File: config.mk
export PLATFORM = sky130hd
export DESIGN_NAME = dp_test_sequencer
export DESIGN_NICKNAME = d
export VERILOG_FILES = /design/src/rtl/dp_test_sequencer.sv
export SDC_FILE = /design/constraint.sdc
export NUM_CORES = 1
export LEC_CHECK = 0
export BUFFER_PORTS_ARGS = -buffer_cell sky130_fd_sc_hd__clkbuf_2
export CAP_MARGIN = 20
export CORE_MARGIN = 1
export CORE_UTILIZATION = 50
export CTS_CLUSTER_DIAMETER = 60
export DETAILED_ROUTE_END_ITERATION = 6
export GPL_TIMING_DRIVEN = 0
export PLACE_DENSITY = 0.74
export SLEW_MARGIN = 20
export SYNTH_ARGS = -nofsm -noshare
export SYNTH_HDL_FRONTEND = slang
export SYNTH_SLANG_ARGS = --single-unit
File: constraint.sdc
create_clock -name clk -period 2.2 [get_ports clk]
set_input_delay 0 -clock clk [delete_from_list [all_inputs] [get_ports clk]]
set_output_delay 0 -clock clk [all_outputs]
set_load 0.005 [all_outputs]
File: src/rtl/dp_test_sequencer.sv
// Double-pulse gate sequencer: qualifies the DC-link voltage against a window,
// latches driver faults and plays an arm/pulse/gap/pulse pattern on selected channels.
module dp_test_sequencer #(
  parameter int unsigned       N_CH      = 4,
  parameter int unsigned       VOLT_W    = 16,
  parameter logic [VOLT_W-1:0] V_LO      = VOLT_W'(16'h08B0),
  parameter logic [VOLT_W-1:0] V_HI      = VOLT_W'(16'h0C0C),
  parameter int unsigned       ARM_DELAY = 200_000_000,
  parameter int unsigned       T_ON1     = 2000,
  parameter int unsigned       T_OFF     = 500,
  parameter int unsigned       T_ON2     = 1000,
  parameter int unsigned       CNT_W     = 32
) (
  input  logic              clk,
  input  logic              sys_rst_n,
  input  logic [VOLT_W-1:0] volt,
  input  logic              volt_valid,
  input  logic              trig,
  input  logic [N_CH-1:0]   ch_en,
  input  logic [N_CH-1:0]   fault_n,
  input  logic              fault_clr,
  output logic [N_CH-1:0]   k,
  output logic [N_CH-1:0]   fault_lat,
  output logic [1:0]        zone,
  output logic              busy,
  output logic              done,
  output logic              abort
);

  typedef enum logic [1:0] {ZoneNone, ZoneUnder, ZoneOk, ZoneOver} zone_e;
  typedef enum logic [2:0] {StIdle, StArm, StPulse1, StGap, StPulse2, StDone} state_e;

  // Each phase ends on the edge where the counter holds its last in-phase value.
  localparam logic [CNT_W-1:0] ArmLast  = CNT_W'(ARM_DELAY - 1);
  localparam logic [CNT_W-1:0] On1Last  = CNT_W'(T_ON1 - 1);
  localparam logic [CNT_W-1:0] OffLast  = CNT_W'(T_OFF - 1);
  localparam logic [CNT_W-1:0] On2Last  = CNT_W'(T_ON2 - 1);

  zone_e             zone_q, zone_d;
  logic [N_CH-1:0]   fault_lat_q, fault_lat_d;
  state_e            state_q, next_phase;
  logic [CNT_W-1:0]  cnt_q;
  logic [N_CH-1:0]   ch_sel_q, k_q;
  logic              busy_q, done_q, abort_q;
  logic              fault_any, volt_ok, run_ok, arm_go, phase_last;

  always_comb begin
    zone_d = zone_q;
    if (volt_valid) begin
      if (volt == '0) begin
        zone_d = ZoneNone;
      end else if (volt <= V_LO) begin
        zone_d = ZoneUnder;
      end else if (volt <= V_HI) begin
        zone_d = ZoneOk;
      end else begin
        zone_d = ZoneOver;
      end
    end
  end

  // A fault arriving together with fault_clr must survive the clear.
  assign fault_lat_d = (fault_clr ? '0 : fault_lat_q) | ~fault_n;

  assign fault_any = (|fault_lat_q) || !(&fault_n);
  assign volt_ok   = (zone_q == ZoneOk);
  assign run_ok    = volt_ok && !fault_any;
  assign arm_go    = trig && run_ok && (|ch_en);

  always_comb begin
    phase_last = 1'b0;
    next_phase = StIdle;
    case (state_q)
      StArm:    begin phase_last = (cnt_q == ArmLast); next_phase = StPulse1; end
      StPulse1: begin phase_last = (cnt_q == On1Last); next_phase = StGap;    end
      StGap:    begin phase_last = (cnt_q == OffLast); next_phase = StPulse2; end
      StPulse2: begin phase_last = (cnt_q == On2Last); next_phase = StDone;   end
      default:  begin phase_last = 1'b0;               next_phase = StIdle;   end
    endcase
  end

  always_ff @(posedge clk or negedge sys_rst_n) begin
    if (!sys_rst_n) begin
      zone_q      <= ZoneNone;
      fault_lat_q <= '0;
    end else begin
      zone_q      <= zone_d;
      fault_lat_q <= fault_lat_d;
    end
  end

  always_ff @(posedge clk or negedge sys_rst_n) begin
    if (!sys_rst_n) begin
      state_q  <= StIdle;
      cnt_q    <= '0;
      ch_sel_q <= '0;
      k_q      <= '0;
      busy_q   <= 1'b0;
      done_q   <= 1'b0;
      abort_q  <= 1'b0;
    end else begin
      done_q  <= 1'b0;
      abort_q <= 1'b0;
      unique case (state_q)
        StIdle: begin
          if (arm_go) begin
            state_q  <= StArm;
            cnt_q    <= '0;
            ch_sel_q <= ch_en;
            busy_q   <= 1'b1;
          end
        end
        StArm, StPulse1, StGap, StPulse2: begin
          if (!run_ok) begin
            state_q <= StIdle;
            cnt_q   <= '0;
            k_q     <= '0;
            busy_q  <= 1'b0;
            abort_q <= 1'b1;
          end else if (phase_last) begin
            state_q <= next_phase;
            cnt_q   <= '0;
            k_q     <= (next_phase == StPulse1 || next_phase == StPulse2) ? ch_sel_q : '0;
            done_q  <= (next_phase == StDone);
          end else begin
            cnt_q <= cnt_q + CNT_W'(1);
          end
        end
        StDone: begin
          state_q <= StIdle;
          busy_q  <= 1'b0;
        end
        default: begin
          state_q <= StIdle;
          k_q     <= '0;
          busy_q  <= 1'b0;
        end
      endcase
    end
  end

  assign k         = k_q;
  assign fault_lat = fault_lat_q;
  assign zone      = zone_q;
  assign busy      = busy_q;
  assign done      = done_q;
  assign abort     = abort_q;

endmodule

==> out/metrics.csv <==
stage,metric,value,unit
floorplan,core area,0.00596,mm^2
grt,initial antenna violation count,0,
sta,Fin. Hold Viols,0,
clocking,clock root buffer,clkbuf_8,
placement,Final HPWL DP,5770,um
sta,Final period util,112,%
sta,post-route setup TNS,-7.20,ns
finish,fill cell count,469,
sta,count of final setup violators,41,
floorplan,die span in x,80.9,um
pwr,sw frac,22.3,%
detailed_routing,Pre-antenna DRT Iters,5,
sta,unrepaired setup endpoints after global routing,yes,
synth,Synth area leaders,"dfrtp_1 (42%), nand3_1 (5.0%), nor2_1 (4.7%)",
status,status,"complete, but fails checks",
pwr,Pwr Total,1750,uW
finish,share of layout cells above drive strength 1,32.6,%
detailed_routing,DRT antenna net count,0,
detailed_routing,detailed-route DRC error count,0,
detailed_routing,initial drt markers,185,
status,failing checks,negative setup slack,
sta,pins over their slew limit,0,
worst_hold_path,Hold EP,zone[0]$_DFFE_PN0P_,
critical_path,Worst Path Arrival,2.67,ns
synth,"Seq/Total Area, Yosys",41.8,%
critical_path,reg2reg path depth,8,
worst_hold_path,hold depth,4,
critical_path,worst path required time,2.41,ns
sta,Relative slew margins,39.8,%
synth,Syn Inst Count,345,
synth,Post-synth EDFFs,0,
detailed_routing,DR vias,3171,
pwr,P_int,1360,uW
critical_path,crit path cell chain,nand3_1 -> nor4_1 -> nand4b_1 -> or4b_1 -> buf_6 -> buf_4 -> a31o_2 -> a22o_1,
critical_path,reg2reg end,cnt_q[6]$_DFFE_PN0P_,
sta,setup ws final,-0.256,ns
placement,GPL Wtd Cong,0.970,
synth,ys async rst share,100,%
clocking,Skew-Pair Late Insertion Delay,0.31,ns
synth,Post-Syn Area,0.00312,mm^2
sta,worst-margin pin slew,0.892,ns
floorplan,die area,0.00655,mm^2
critical_path,crit-path max FO,7,
clocking,Max Root-Sink Buffers,2,
pwr,Clock Power Share,37.9,%
worst_hold_path,Hold Path Origin,volt[12],
finish,Final Core Density,68.6,%
finish,Layout area overhead,31.1,%
pwr,Comb pwr share,6.5,%
placement,port bufs,41,
synth,top_reg_cell synth,dfrtp_1,
pwr,Power per Cell Area,428,mW/mm^2
synth,library cells used by synthesis,56,
synth,Avg Inst Size Synth,9.03,um^2
synth,YS warnings,0,
finish,fin cells,508,
pwr,Flop pwr share,55.6,%
pwr,maximum vdd ir drop,325,uV
floorplan,Initial Utilization,52.3,%
floorplan,die height,80.9,um
floorplan,I/O Pins,42,
finish,antenna diode count,0,
clocking,Worst-path clk slew,0.10,ns
floorplan,std cell rows,28,
clocking,CTS Buf Count,5,
placement,Post-Place Cells,461,
clocking,CTS tree,done,
pwr,net load switching power,391,uW
synth,#FFs+latches synth,52,
sta,skew final,0.0130,ns
grt,Total GRT Usage,29.2,%
grt,vias in the first global route,2982,
detailed_routing,final WL,9120,um
synth,Synth area leader,dfrtp_1,
critical_path,critical path's slowest cell,or4b_1,
grt,first-pass GRT wire length,14500,um
detailed_routing,routed len/inst,18.0,um
job,number of max-cap violations,0,
finish,Post-layout nets,462,
worst_hold_path,min-delay worst type,input pin to register,
critical_path,flop-to-flop setup slack,-0.26,ns
placement,dpl ws,-0.505,ns
grt,largest net degree at the start of global routing,53,
clocking,H-Tree Level Count,2,
grt,total gr overflow,0,
critical_path,max incr delay on CP,0.55,ns
sta,post-layout min period,2.46,ns
synth,area share of the largest cell type after synthesis,41.8,%
detailed_routing,vias per cell,6.24,
critical_path,CP Class,register to register,
pwr,Leak,0.00184,uW
synth,synthesized net count,375,
critical_path,CP endpoint kind,register,
sta,FMAX,407,MHz
clocking,clk sink count,52,
critical_path,Worst Setup Start Kind,register,
critical_path,RR Startpoint,cnt_q[6]$_DFFE_PN0P_,
-- cell families after synthesis --
group	synth area share (%)
compound gates	16.0
xor+xnor	3.37
fa+ha+maj	0.402
buf+inv	4.30
flops	41.8
mux	3.25
simple gates	30.9
-- synthesized netlist by cell type (7+ instances only) --
cell type  number
nor3_1         11
nand4_1        15
nor4_1         12
o21ai_0        15
nand2_1        30
mux2_2          9
a22o_1          9
inv_1          10
and3_1          9
xnor2_1         7
dfrtp_1        52
nand3_1        31
nor2_1         39
-- metrics by stage --
| step | hold slack (ns) | area [um^2] |
|---|---|---|
| global route | 0.160 | 4080 |
| floorplan | -0.296 | 3170 |
| CTS | 0.119 | 4020 |
| finish | 0.116 | 4080 |
| detailed placement | 0.132 | 3480 |
| global placement | 0.184 | 3470 |
-- layer usage --
metal / wire length [um] / vias up / GRT usage, %
li1: - / 1460 / -
met1: 3950 / 1562 / 38.4
met2: 4510 / 126 / 49.1
met3: 469 / 23 / 4.72
met4: 191 / 0 / 8.93
met5: 0 / - / 0
-- cell type report --
type / instances / area, um^2 / share of cell area, %
buffer: 14 / 138 / 3.37
clock buffer: 6 / 72.6 / 1.78
clock inverter: 2 / 35.0 / 0.858
inverter: 11 / 41.3 / 1.01
multi-input combinational: 268 / 1860 / 45.5
sequential: 52 / 1310 / 32.0
tap: 75 / 93.8 / 2.30
timing repair buffer: 80 / 538 / 13.2
-- sequential cells by signal, indices dropped and copies added, names as in the netlist --
register,count
busy,1
zone,2
done,1
state_q,3
cnt_q,32
abort,1
k,4
fault_lat,4
ch_sel_q,4
-- power groups by stage --
| stage | Sequential (uW) | Combinational (uW) | Clock (uW) |
|---|---|---|---|
| after floorplan | 991 | 21.1 | 0 |
| after global placement | 991 | 78.2 | 0 |
| after detailed placement | 992 | 81.8 | 0 |
| after CTS | 972 | 111 | 677 |
| after global routing | 974 | 125 | 709 |
| final | 972 | 114 | 664 |
-- worst max-delay path by stage --
stage | start | end | slack, ns | cells past startpoint
2_1_floorplan | state_q[0]$_DFFE_PN0P_ | k[0]$_DFFE_PN0P_ | -0.04 | 8
3_3_place_gp | state_q[1]$_DFFE_PN0P_ | cnt_q[25]$_DFFE_PN0P_ | -0.51 | 8
3_5_place_dp | state_q[1]$_DFFE_PN0P_ | cnt_q[25]$_DFFE_PN0P_ | -0.50 | 8
4_1_cts | state_q[2]$_DFFE_PN0P_ | k[0]$_DFFE_PN0P_ | -0.22 | 7
5_1_grt | state_q[2]$_DFFE_PN0P_ | k[0]$_DFFE_PN0P_ | -0.33 | 7
6_report | cnt_q[6]$_DFFE_PN0P_ | cnt_q[6]$_DFFE_PN0P_ | -0.26 | 8
-- worst max-delay path, delay by kind of cell, from the launching register on --
family	cells	cell delay, ns
flip-flops	1	0.50
buffers and inverters	2	0.30
AND/OR/NAND/NOR	4	1.15
AO/OA/AOI/OAI	2	0.41
-- timing repair --
item | in CTS | in global routing
resized for setup | 39 | 4
hold buffers | 15 | 0
cloned | 1 | 0
setup endpoints to repair | 43 | 44
pin swaps | 8 | 5
setup buffers | 18 | 6
endpoints found under the hold margin | 62 | 0
-- cell usage in the layout (no fill, tap or decap), types with 4 or more instances in the layout --
| cell type | synthesis | routed |
|---|---|---|
| nand4_1 | 15 | 15 |
| a22o_1 | 9 | 9 |
| and3_1 | 9 | 9 |
| nand3_1 | 31 | 31 |
| mux2_4 | 0 | 8 |
| a31oi_1 | 4 | 4 |
| dfrtp_2 | 0 | 6 |
| o211ai_1 | 4 | 4 |
| dfrtp_1 | 52 | 46 |
| nor2_1 | 39 | 37 |
| xnor2_1 | 7 | 7 |
| xor2_1 | 5 | 5 |
| dlygate4sd3_1 | 0 | 15 |
| a21oi_1 | 6 | 5 |
| nand2_1 | 30 | 28 |
| clkbuf_8 | 0 | 6 |
| nor4_1 | 12 | 8 |
| buf_6 | 3 | 7 |
| inv_1 | 10 | 10 |
| o21ai_0 | 15 | 13 |
| clkbuf_2 | 0 | 41 |
| buf_4 | 2 | 24 |
| nor3_1 | 11 | 7 |
| a31o_2 | 6 | 6 |
No activity file was read; power rests on OpenSTA's default activity.
